===== src/rtl/serial_digit_adder.sv =====
// serial_digit_adder: multi-cycle adder/subtractor processing DIGIT bits per
// clock, LSB digit first, with a rippled carry between digits. Operands enter
// through a valid/ready port; sum, carry-out and signed overflow leave through
// a second valid/ready port. One operation in flight at a time.
module serial_digit_adder #(
  parameter int WIDTH = 8,
  parameter int DIGIT = 2
) (
  input  logic             clk,
  input  logic             rst_n,
  input  logic             in_valid,
  output logic             in_ready,
  input  logic [WIDTH-1:0] a,
  input  logic [WIDTH-1:0] b,
  input  logic             Cin,
  input  logic             sub,
  output logic             out_valid,
  input  logic             out_ready,
  output logic [WIDTH-1:0] sum,
  output logic             Cout,
  output logic             ovf
);

  localparam int N  = WIDTH / DIGIT;
  localparam int CW = (N > 1) ? $clog2(N) : 1;
  localparam logic [CW-1:0] LAST = CW'(N - 1);

  // Reject geometries where the digits do not tile the operand exactly.
  if (DIGIT < 1 || DIGIT > WIDTH || (WIDTH % DIGIT) != 0) begin : g_param_check
    $error("serial_digit_adder: DIGIT must divide WIDTH and lie in 1..WIDTH");
  end

  typedef enum logic [1:0] {
    IDLE,
    RUN,
    DONE
  } state_t;

  state_t state;
  state_t state_next;

  logic [WIDTH-1:0] a_q;      // operand A, shifted right one digit per RUN cycle
  logic [WIDTH-1:0] b_q;      // effective operand B (inverted for subtract)
  logic             carry;    // carry rippling between digits
  logic [WIDTH-1:0] shadow;   // partial sum, digits shifted in from the top
  logic [CW-1:0]    cnt;      // digit index 0..N-1

  logic [DIGIT-1:0]       a_d;
  logic [DIGIT-1:0]       b_d;
  logic [DIGIT:0]         digit_full;
  logic [WIDTH+DIGIT-1:0] shift_cat;
  logic [WIDTH-1:0]       shadow_next;
  logic                   carry_msb;
  logic                   last_digit;

  // Digit adder for the current digit and the shifted shadow value.
  always_comb begin
    a_d         = a_q[DIGIT-1:0];
    b_d         = b_q[DIGIT-1:0];
    digit_full  = {1'b0, a_d} + {1'b0, b_d} + {{DIGIT{1'b0}}, carry};
    shift_cat   = {digit_full[DIGIT-1:0], shadow};
    shadow_next = shift_cat[WIDTH+DIGIT-1:DIGIT];
    // Sum bit = a ^ b ^ carry_in, so the carry into the digit MSB falls out
    // of the XOR without a separate partial adder.
    carry_msb   = a_d[DIGIT-1] ^ b_d[DIGIT-1] ^ digit_full[DIGIT-1];
    last_digit  = (cnt == LAST);
  end

  // State register.
  always_ff @(posedge clk) begin
    // NOTE: sequential state uses non-blocking assignments so every register
    // samples pre-edge values regardless of statement order.
    if (!rst_n) state <= IDLE;
    else        state <= state_next;
  end

  // Next-state logic.
  always_comb begin
    // NOTE: default assignment first so no path leaves state_next unassigned,
    // which would otherwise infer a latch.
    state_next = state;
    unique case (state)
      IDLE:    if (in_valid)   state_next = RUN;
      RUN:     if (last_digit) state_next = DONE;
      DONE:    if (out_ready)  state_next = IDLE;
      default: state_next = IDLE;
    endcase
  end

  // Handshake outputs decoded straight from the state register.
  always_comb begin
    in_ready  = (state == IDLE);
    out_valid = (state == DONE);
  end

  // Operand capture, digit-serial datapath and registered result.
  always_ff @(posedge clk) begin
    if (!rst_n) begin
      a_q    <= '0;
      b_q    <= '0;
      carry  <= 1'b0;
      shadow <= '0;
      cnt    <= '0;
      sum    <= '0;
      Cout   <= 1'b0;
      ovf    <= 1'b0;
    end else begin
      unique case (state)
        IDLE: begin
          cnt <= '0;
          if (in_valid) begin
            a_q   <= a;
            b_q   <= sub ? ~b : b;
            carry <= sub ? ~Cin : Cin;
          end
        end
        RUN: begin
          a_q    <= a_q >> DIGIT;
          b_q    <= b_q >> DIGIT;
          carry  <= digit_full[DIGIT];
          shadow <= shadow_next;
          cnt    <= cnt + CW'(1);
          if (last_digit) begin
            sum  <= shadow_next;
            Cout <= digit_full[DIGIT];
            ovf  <= carry_msb ^ digit_full[DIGIT];
          end
        end
        default: ;
      endcase
    end
  end

endmodule


===== config.mk =====
export PLATFORM = sky130hd
export DESIGN_NAME = serial_digit_adder
export DESIGN_NICKNAME = d
export VERILOG_FILES = /design/src/rtl/serial_digit_adder.sv
export SDC_FILE = /design/constraint.sdc
export NUM_CORES = 1
export LEC_CHECK = 0
export CAP_MARGIN = 20
export CORE_UTILIZATION = 50
export DETAILED_ROUTE_END_ITERATION = 8
export PLACE_DENSITY = 0.78
export RECOVER_POWER = 25
export SETUP_SLACK_MARGIN = 0.05
export SLEW_MARGIN = 20
export SYNTH_ARGS = -nofsm -noshare
export SYNTH_HDL_FRONTEND = slang
export SYNTH_SLANG_ARGS = --single-unit

===== constraint.sdc =====
create_clock -name clk -period 2.4 [get_ports clk]
set_input_delay 0.48 -clock clk [delete_from_list [all_inputs] [get_ports clk]]
set_output_delay 0.48 -clock clk [all_outputs]
set_load 0.1 [all_outputs]

==> results of run 1 <==
==> report_power, final <==
| group | switching [W] | internal (W) | leakage [nW] |
|---|---|---|---|
| Sequential | 0.0000195 | 0.000646 | 0.302 |
| Clock | 0.000188 | 0.000138 | 0.0314 |
| Combinational | 0.000119 | 0.000104 | 0.406 |
==> state kept, by name, summed over array words and instances, names as in the netlist <==
name,flops
Cout,1
a_q,8
b_q,8
carry,1
cnt,2
ovf,1
shadow,6
state,2
sum,8
==> cells by family after synthesis <==
logic type	share of synthesized area [%]
xor+xnor	5.524
mux	0.5739
flops	42.47
fa+ha+maj	3.730
compound gates	22.24
buf+inv	6.886
simple gates	18.58
==> cell usage after synthesis (2+ instances only) <==
cell type   n  area share (%)
a211oi_1    3             1.3
a211oi_2    3             2.2
ha_1        2             1.4
o31ai_1     2            0.86
inv_1       7             1.5
buf_6       3             1.9
nand2_1    41             8.8
a311oi_2    6             5.2
buf_2       6             1.7
o21ai_0     6             1.7
nand3b_1    2            0.86
buf_4       3             1.3
dfxtp_1    37              42
a21oi_1    14             4.0
nor2_2      3             1.1
nand2b_1    4             1.4
a32o_1      6             3.4
fa_1        2             2.3
nor2b_1     3             1.1
nor2_1     13             2.8
nand3_1     3            0.86
xor2_1      4             2.0
xnor2_1     7             3.5
==> worst max path at each step <==
stage,from,slack (ps),end
after floorplan,state[0],100,out_valid
after global placement,a_q[0],510,ovf
after detailed placement,a_q[0],500,ovf
after CTS,state[1],340,out_valid
after global routing,state[1],250,out_valid
final,state[1],350,out_valid
==> final cells by class <==
class                           instances  share of cell area (%)
Multi-Input combinational cell        135                   42.47
Clock buffer                            7                   2.639
Tap cell                               46                   2.759
Timing Repair Buffer                   37                   15.36
Sequential cell                        37                   35.51
Inverter                                7                   1.260
==> stage by stage <==
step	setup WS, ps	power, W	util [%]
2_1_floorplan	103.3	0.0008433	-
3_3_place_gp	514.0	0.0008996	61.53
3_5_place_dp	497.7	0.0009055	61.53
4_1_cts	345.0	0.001227	63.18
5_1_grt	245.6	0.001289	62.50
6_report	353.8	0.001215	62.50
==> worst min-delay path, stage by stage (launching register included) <==
cell	delay, ps
dfxtp_1	320
nand2_1	50
a21oi_1	50
==> routing by layer <==
layer,track usage [%],part of all wire [%]
met3,6.513,4.7
met2,34.16,48
met4,6.818,1.1
met5,0,0
met1,24.15,46
==> run summary, run 1 <==
Hold_buf cts -> 0
Via density -> 5.234
Routed wire per std cell -> 12.18 um
Final ANT Viol Nets -> 0
Hold_sp -> shadow[2]
Post-synth ARST share -> 0%
Endpoints failing setup -> 0
Placed cell count -> 262
Peak supply drop -> 0.0003447 V
Hold path depth -> 2
Std cell rows -> 21
Pre-Repair DR Iteration Count -> 4
Die ar. -> 3728 sq um
Core ar. -> 3337 sq um
Clock sinks -> 37
Starting DRC count in detailed routing -> 43
Final WL -> 3.276 mm
Clk Latency, worst-skew pair -> 330 ps
Total overflow reported by the global router -> 0
CTS tree -> yes
Worst-path clk slew -> 100 ps
Hold_ws -> 457.4 ps
RSZ-0062 raised after global routing -> false
Number of diodes -> 0
WHS Endpoint -> sum[0]
Die height -> 61.06 um
Top delay family on crit path -> flip-flops
WP depth -> 2
Seq/Total Area, Yosys -> 42.47%
Critical Path End Type -> primary output
Area of the multi-input gates -> 885.9 sq um
Maxcap violations -> 0
Worst reg2reg path endpoint -> ovf
Reg2Reg Depth -> 6
Layout cells sized above 1 -> 14.80%
Number of gates resized after CTS -> 0
Crit path DAT -> 1570 ps
Crit-path slowest cell -> dfxtp_1
Buf/Inv on CP -> 1
Setup CP Type -> flop to primary output
Period utilization -> 85.26%
Total number of vias -> 1408
Largest net degree at the start of global routing -> 20
Slew Viols, Final -> 0
Cell variety after synth -> 36
Pwr per Cell Area -> 582.5 nW/um^2
Layout Nets -> 249
Worst hold path type -> flop to flop
Die W -> 61.06 um
Worst stage delay on the critical path -> 680 ps
R2R Setup Slk -> 490 ps
Slew HR -> 22.18%
Post-synth EDFFs -> 0
Syn Area/Cell -> 9.037 sq um
Status -> finished clean
Global-route wire length before repair -> 5.388 mm
Post-Syn Area -> 1744 sq um
Most common cell after layout, fill and taps aside -> nand2_1
Startpoint type of the worst setup path -> flop
Req. time, crit path -> 1920 ps
Area Growth Syn to Fin -> 19.58%
Root buf cell -> clkbuf_4
Leak Pwr -> 0.7398 nW
Starting Density -> 52.27%
Placer Congestion -> 0.7490
Htree depth -> 2
Port Buf Inserts -> 33
Final HPWL DP -> 2.351 mm
Post-CTS Setup Repair Bufs -> 0
GR Util All Layers -> 20.18%
Placed Area -> 2053 sq um
# DRC -> 0
Worst slew pin tran -> 1172 ps
Gate Count Post-Synth -> 193
Boundary Pins -> 34
Fillcell total -> 333
Crit path cell chain -> nor2b_1 -> buf_12
Final Skew -> 5.958 ps
Antenna violations before repair -> 0
TritonCTS Buffers -> 5
Synth Register Bits -> 37
Vias in the first global route -> 1200
Final Hold Fails -> 0
Commonest non-fill, non-tap cells in the layout -> nand2_1, dfxtp_1, clkdlybuf4s50_1, a21oi_1, nor2_1
Syn nets -> 219
Setup tns final -> 0 ps
Crit Path Max Fanout -> 17
Top_reg_cell synth -> dfxtp_1
Max frequency -> 0.4887 GHz
Clk buf depth -> 2
Synth warnings -> 0
Non-filler cells, final -> 269
Sequential cell area -> 740.7 sq um
Period minus WS final -> 2046 ps
Design area -> 2086 sq um
RR Startpoint -> a_q[0]
Note: power is estimated with default switching activity, not from simulation.
==> run 2, diff against run 1 <==
- GPL_TIMING_DRIVEN: unset -> 0
==> run 2 against run 1 <==
Effect of this change:
- highest routed layer unchanged
- routed wire length grew 3.7%
- count of clock-buffer cells in the layout did not move
- maximum frequency fell by 10%
- non-clock buffer count up 7
- sequential power about the same
- flip-flop and latch count did not move
- critical path type unchanged
- global-route usage grew 1.0 points
- power grew 3.8%
- worst hold slack worse by 2.0 ps
==> run summary, run 2 (same netlist as run 1, synthesis figures left out) <==
Status -> finished clean
Final Hold Fails -> 0 (unchanged)
Reg power frac -> 52.7% (-2.1 points)
WHS Endpoint -> sum[1]
Largest net degree at the start of global routing -> 12 (-40%)
Placer Congestion -> 0.7692 (+2.7%)
Period minus WS final -> 2286 ps (+239.5 ps)
Pwr per Cell Area -> 582.0 nW/um^2 (about the same)
Maxcap violations -> 0 (unchanged)
Core ar. -> 3337 sq um (unchanged)
RSZ-0062 raised after global routing -> false
CTS tree -> yes
Final Skew -> 1.660 ps (-4.298 ps)
Port Buf Inserts -> 30 (-9.1%)
Via density -> 5.137 (-1.9%)
Die W -> 61.06 um (unchanged)
Global-route wire length before repair -> 5.768 mm (+7.1%)
Leak Pwr -> 0.9308 nW (+26%)
Crit path DAT -> 1810 ps (+240 ps)
Crit-path slowest cell -> clkdlybuf4s50_1
R2R Setup Slk -> 510 ps (+20 ps)
# DRC -> 0 (unchanged)
Vias in the first global route -> 1346 (+12%)
Endpoints failing setup -> 0 (unchanged)
Boundary Pins -> 34 (unchanged)
Startpoint type of the worst setup path -> flop
Clk Latency, worst-skew pair -> 340 ps (about the same)
Setup tns final -> 0 ps (unchanged)
Final WL -> 3.397 mm (+3.7%)
WP depth -> 1 (-1)
Most common cell after layout, fill and taps aside -> nand2_1
Antenna violations before repair -> 0 (unchanged)
Worst stage delay on the critical path -> 1130 ps (+450 ps)
Worst slew pin tran -> 961.6 ps (-210.7 ps)
Pre-CTS setup slack -> 28.45 ps (-469.3 ps)
Clock share of power -> 29.5% (+2.6 points)
Commonest non-fill, non-tap cells in the layout -> nand2_1, dfxtp_1, clkdlybuf4s50_1, a21oi_1, nor2_1
Slew HR -> 35.79% (+14 points)
TritonCTS Buffers -> 5 (unchanged)
Net Sw Frac -> 27.05% (+0.16 points)
Hold_buf cts -> 0 (unchanged)
RR Startpoint -> a_q[0]
Top delay family on crit path -> buffers and inverters
Number of diodes -> 0 (unchanged)
Req. time, crit path -> 1920 ps (about the same)
Layout Nets -> 256 (+2.8%)
Peak supply drop -> 0.0004251 V (+23%)
Routed wire per std cell -> 12.26 um (+0.70%)
Reg2Reg Depth -> 6 (unchanged)
Die height -> 61.06 um (unchanged)
Starting Density -> 52.27% (unchanged)
Total overflow reported by the global router -> 0 (unchanged)
Post-CTS Setup Repair Bufs -> 0 (unchanged)
Final ANT Viol Nets -> 0 (unchanged)
Hold_sp -> sum[1]
Pre-Repair DR Iteration Count -> 4 (unchanged)
Crit path cell chain -> clkdlybuf4s50_1
Internal power -> 0.0009201 W (+3.6%)
Clk buf depth -> 2 (unchanged)
Period utilization -> 95.24% (+10 points)
Combinational share of power -> 17.8% (-0.5 points)
Starting DRC count in detailed routing -> 42 (-2.3%)
Hold path depth -> 2 (unchanged)
Total number of vias -> 1423 (+1.1%)
Largest registers -> a_q (8), b_q (8), sum (8)
Root buf cell -> clkbuf_4
GR Util All Layers -> 21.19% (+1.0 points)
Max frequency -> 0.4375 GHz (-10%)
Psw -> 0.0003412 W (+4.4%)
Die ar. -> 3728 sq um (unchanged)
Htree depth -> 2 (unchanged)
Slew Viols, Final -> 0 (unchanged)
Area Growth Syn to Fin -> 24.25%
Setup WS post-layout -> 114.2 ps (-239.5 ps)
Layout cells sized above 1 -> 14.29% (-0.51 points)
Final HPWL DP -> 2.396 mm (+1.9%)
Clock sinks -> 37 (unchanged)
Worst-path clk slew -> 110 ps (about the same)
Std cell rows -> 21 (unchanged)
Buf/Inv on CP -> 1 (unchanged)
Critical Path End Type -> primary output
Setup CP Type -> flop to primary output
Crit Path Max Fanout -> 2 (-15)
Worst reg2reg path endpoint -> ovf
Worst hold path type -> flop to flop
[run 2: cell types whose count changed in the layout (fill, tap and decap cells not counted), moves of 2 or more]
cell,before,now
clkbuf_1,7,5
buf_4,9,3
buf_2,0,4
dlymetal6s2s_1,0,9
[run 2: worst max-delay path by stage]
stage | endpoint | start | slack, ps
global placement | in_ready | state[0] | 30
floorplan | out_valid | state[0] | 100
detailed placement | in_ready | state[0] | 30
global route | sum[5] | sum[5] | 50
CTS | out_valid | state[1] | 60
finish | sum[5] | sum[5] | 110
[run 2: power groups by stage]
stage               logic (W)  registers, W  clock network, W
floorplan            0.000168      0.000675                 0
finish               0.000225      0.000665          0.000372
detailed placement   0.000233      0.000678                 0
global route         0.000248      0.000669          0.000411
global placement     0.000229      0.000678                 0
CTS                  0.000233      0.000665          0.000380
[run 2: per-layer routing]
metal  vias to the layer above  wire length (um)  share of wire [%]  global-route usage, %
li1                        731                 -                  -                      -
met1                       649              1598                 47                  25.55
met2                        37              1611                 47                  35.71
met3                         6               137                4.0                  5.252
met4                         0                50                1.5                  9.416
met5                         -                 0                  0                      0
[run 2: final cells by class]
type | instances | area (sq um)
multi-input combinational | 135 | 877.1
inverter | 7 | 26.28
fill | 302 | 1170
sequential | 37 | 740.7
timing repair buffer | 30 | 319.1
buffer | 14 | 76.32
tap | 46 | 57.56
clock inverter | 1 | 5.005
clock buffer | 7 | 65.06
[run 2: metrics by stage]
step	instances	power [W]	area (sq um)	hold WS [ps]	util, %
2_1_floorplan	193	0.0008433	1747	431.9	-
3_3_place_gp	269	0.0009072	2105	439.8	63.07
3_5_place_dp	269	0.0009112	2105	445.8	63.07
4_1_cts	277	0.001278	2176	461.3	65.20
5_1_grt	277	0.001329	2167	464.8	64.94
6_report	277	0.001261	2167	455.4	64.94
[run 2: timing repair]
item,CTS,global route
gates resized for setup,5,10
endpoints found under the setup margin,2,10
endpoints found under the hold margin,0,0
cloned,0,0
[run 2: worst min-delay path, delay by kind of cell, from the launching register on]
family | cells | cell delay (ps)
AND/OR/NAND/NOR | 1 | 50
AO/OA/AOI/OAI | 1 | 50
flip-flops | 1 | 320
==> run 3, diff against run 2 <==
- RECOVER_POWER: 25 -> 50
==> run 3 against run 2 <==
Effect of this change:
- flip-flop and latch count is the same
- via count shrank 0.14%
- die area unchanged
- critical endpoint unchanged
- maximum frequency is essentially flat
- cell count is the same
- sequential share of layout area rose by 0.16 points
==> run summary, run 3 (same netlist as run 1, synthesis figures left out) <==
Req. time, crit path -> 1920 ps (about the same)
Period utilization -> 95.24% (about the same)
Final ANT Viol Nets -> 0 (unchanged)
Global-route wire length before repair -> 5.768 mm (unchanged)
Vias in the first global route -> 1346 (unchanged)
Starting DRC count in detailed routing -> 38 (-9.5%)
Buf/Inv on CP -> 1 (unchanged)
Pwr per Cell Area -> 583.2 nW/um^2 (+0.21%)
Maxcap violations -> 0 (unchanged)
Crit. Startpoint -> sum[5]
Period minus WS final -> 2286 ps (+0.02600 ps)
Placer Congestion -> 0.7692 (unchanged)
Post-CTS Setup Repair Bufs -> 0 (unchanged)
Die W -> 61.06 um (unchanged)
Hold_sp -> sum[1]
Slew HR -> 35.78% (about the same)
CTS tree -> yes
Final HPWL DP -> 2.396 mm (unchanged)
Final Power -> 0.001258 W (-0.26%)
Crit Path Max Fanout -> 2 (unchanged)
Leak Pwr -> 0.9299 nW (about the same)
Die ar. -> 3728 sq um (unchanged)
Starting Density -> 52.27% (unchanged)
Total number of vias -> 1421 (-0.14%)
Slew Viols, Final -> 0 (unchanged)
Total overflow reported by the global router -> 0 (unchanged)
Hold_buf cts -> 0 (unchanged)
Clock sinks -> 37 (unchanged)
Setup tns final -> 0 ps (unchanged)
Startpoint type of the worst setup path -> flop
Setup CP Type -> flop to primary output
Clk buf depth -> 2 (unchanged)
Largest net degree at the start of global routing -> 12 (unchanged)
Port Buf Inserts -> 30 (unchanged)
Endpoints failing setup -> 0 (unchanged)
Root buf cell -> clkbuf_4
RSZ-0062 raised after global routing -> false
Status -> finished clean
Clk Latency, worst-skew pair -> 340 ps (about the same)
Most common cell after layout, fill and taps aside -> nand2_1
Worst stage delay on the critical path -> 1130 ps (about the same)
Routed wire per std cell -> 12.26 um (about the same)
Worst-path clk slew -> 110 ps (about the same)
Max frequency -> 0.4375 GHz (about the same)
Peak supply drop -> 0.0004234 V (-0.41%)
Layout cells sized above 1 -> 12.99% (-1.3 points)
Worst slew pin tran -> 961.7 ps (+0.1091 ps)
Crit path cell chain -> clkdlybuf4s50_1
Final WL -> 3.396 mm (about the same)
Crit path DAT -> 1810 ps (about the same)
Area Growth Syn to Fin -> 23.67%
Core ar. -> 3337 sq um (unchanged)
Antenna violations before repair -> 0 (unchanged)
Final Skew -> 2.224 ps (+0.5637 ps)
Via density -> 5.130 (-0.14%)
Boundary Pins -> 34 (unchanged)
Largest registers -> a_q (8), b_q (8), sum (8)
GR Util All Layers -> 21.19% (unchanged)
Die height -> 61.06 um (unchanged)
Critical Path End Type -> primary output
Crit-path slowest cell -> clkdlybuf4s50_1
RR Startpoint -> a_q[0]
Worst hold path type -> flop to flop
Layout Nets -> 256 (unchanged)
Top delay family on crit path -> buffers and inverters
Number of diodes -> 0 (unchanged)
Htree depth -> 2 (unchanged)
Std cell rows -> 21 (unchanged)
Pre-Repair DR Iteration Count -> 4 (unchanged)
Final Hold Fails -> 0 (unchanged)
Commonest non-fill, non-tap cells in the layout -> nand2_1, dfxtp_1, clkdlybuf4s50_1, a21oi_1, nor2_1
TritonCTS Buffers -> 5 (unchanged)
# DRC -> 0 (unchanged)
-- run 3: cell types whose count changed in the layout (fill, tap and decap cells not counted) --
cell | previous run | this run
o21ba_4 | 1 | 0
and3b_1 | 0 | 1
nor2_1 | 12 | 13
nor2_2 | 4 | 3
and3b_2 | 1 | 0
o21ba_1 | 0 | 1
-- run 3: final cells by class --
| type | count | area (sq um) |
|---|---|---|
| Tap cell | 46 | 57.56 |
| Buffer | 14 | 76.32 |
| Multi-Input combinational cell | 135 | 867.1 |
| Fill cell | 305 | 1180 |
| Timing Repair Buffer | 30 | 319.1 |
| Inverter | 7 | 26.28 |
| Sequential cell | 37 | 740.7 |
| Clock buffer | 7 | 65.06 |
| Clock inverter | 1 | 5.005 |
-- run 3: repair_timing --
item	in CTS	in global routing
endpoints found under the setup margin	2	10
gates cloned	0	0
gates resized for setup	5	10
pin swaps	0	0
-- run 3: per-layer routing --
metal	vias up	global-route usage [%]	routed length (um)
met5	-	0	0
met4	0	9.416	50
met3	6	5.252	120
met2	31	35.71	1577
met1	652	25.55	1648
li1	732	-	-
-- run 3: report_power, final --
group / switching [W] / internal (W)
registers: 0.0000189 / 0.000646
clock network: 0.000201 / 0.000170
logic: 0.000120 / 0.000103
total: 0.000340 / 0.000918
-- run 3: final timing paths --
check	slack, ps	endpoint	cells past startpoint
setup / recovery	110	sum[5]	1
hold / removal	460	sum[1]	2
setup reg to reg	510	ovf	6
hold reg to reg	460	sum[1]	2
-- run 3: through the flow --
stage | hold WS [ps] | utilization, % | cells | setup WS, ps | cell area [sq um]
3_5_place_dp | 445.8 | 63.07 | 269 | 28.45 | 2105
6_report | 455.4 | 64.64 | 277 | 114.2 | 2157
2_1_floorplan | 431.9 | - | 193 | 103.3 | 1747
5_1_grt | 464.8 | 64.64 | 277 | 53.25 | 2157
4_1_cts | 461.3 | 65.20 | 277 | 61.92 | 2176
3_3_place_gp | 439.8 | 63.07 | 269 | 28.63 | 2105
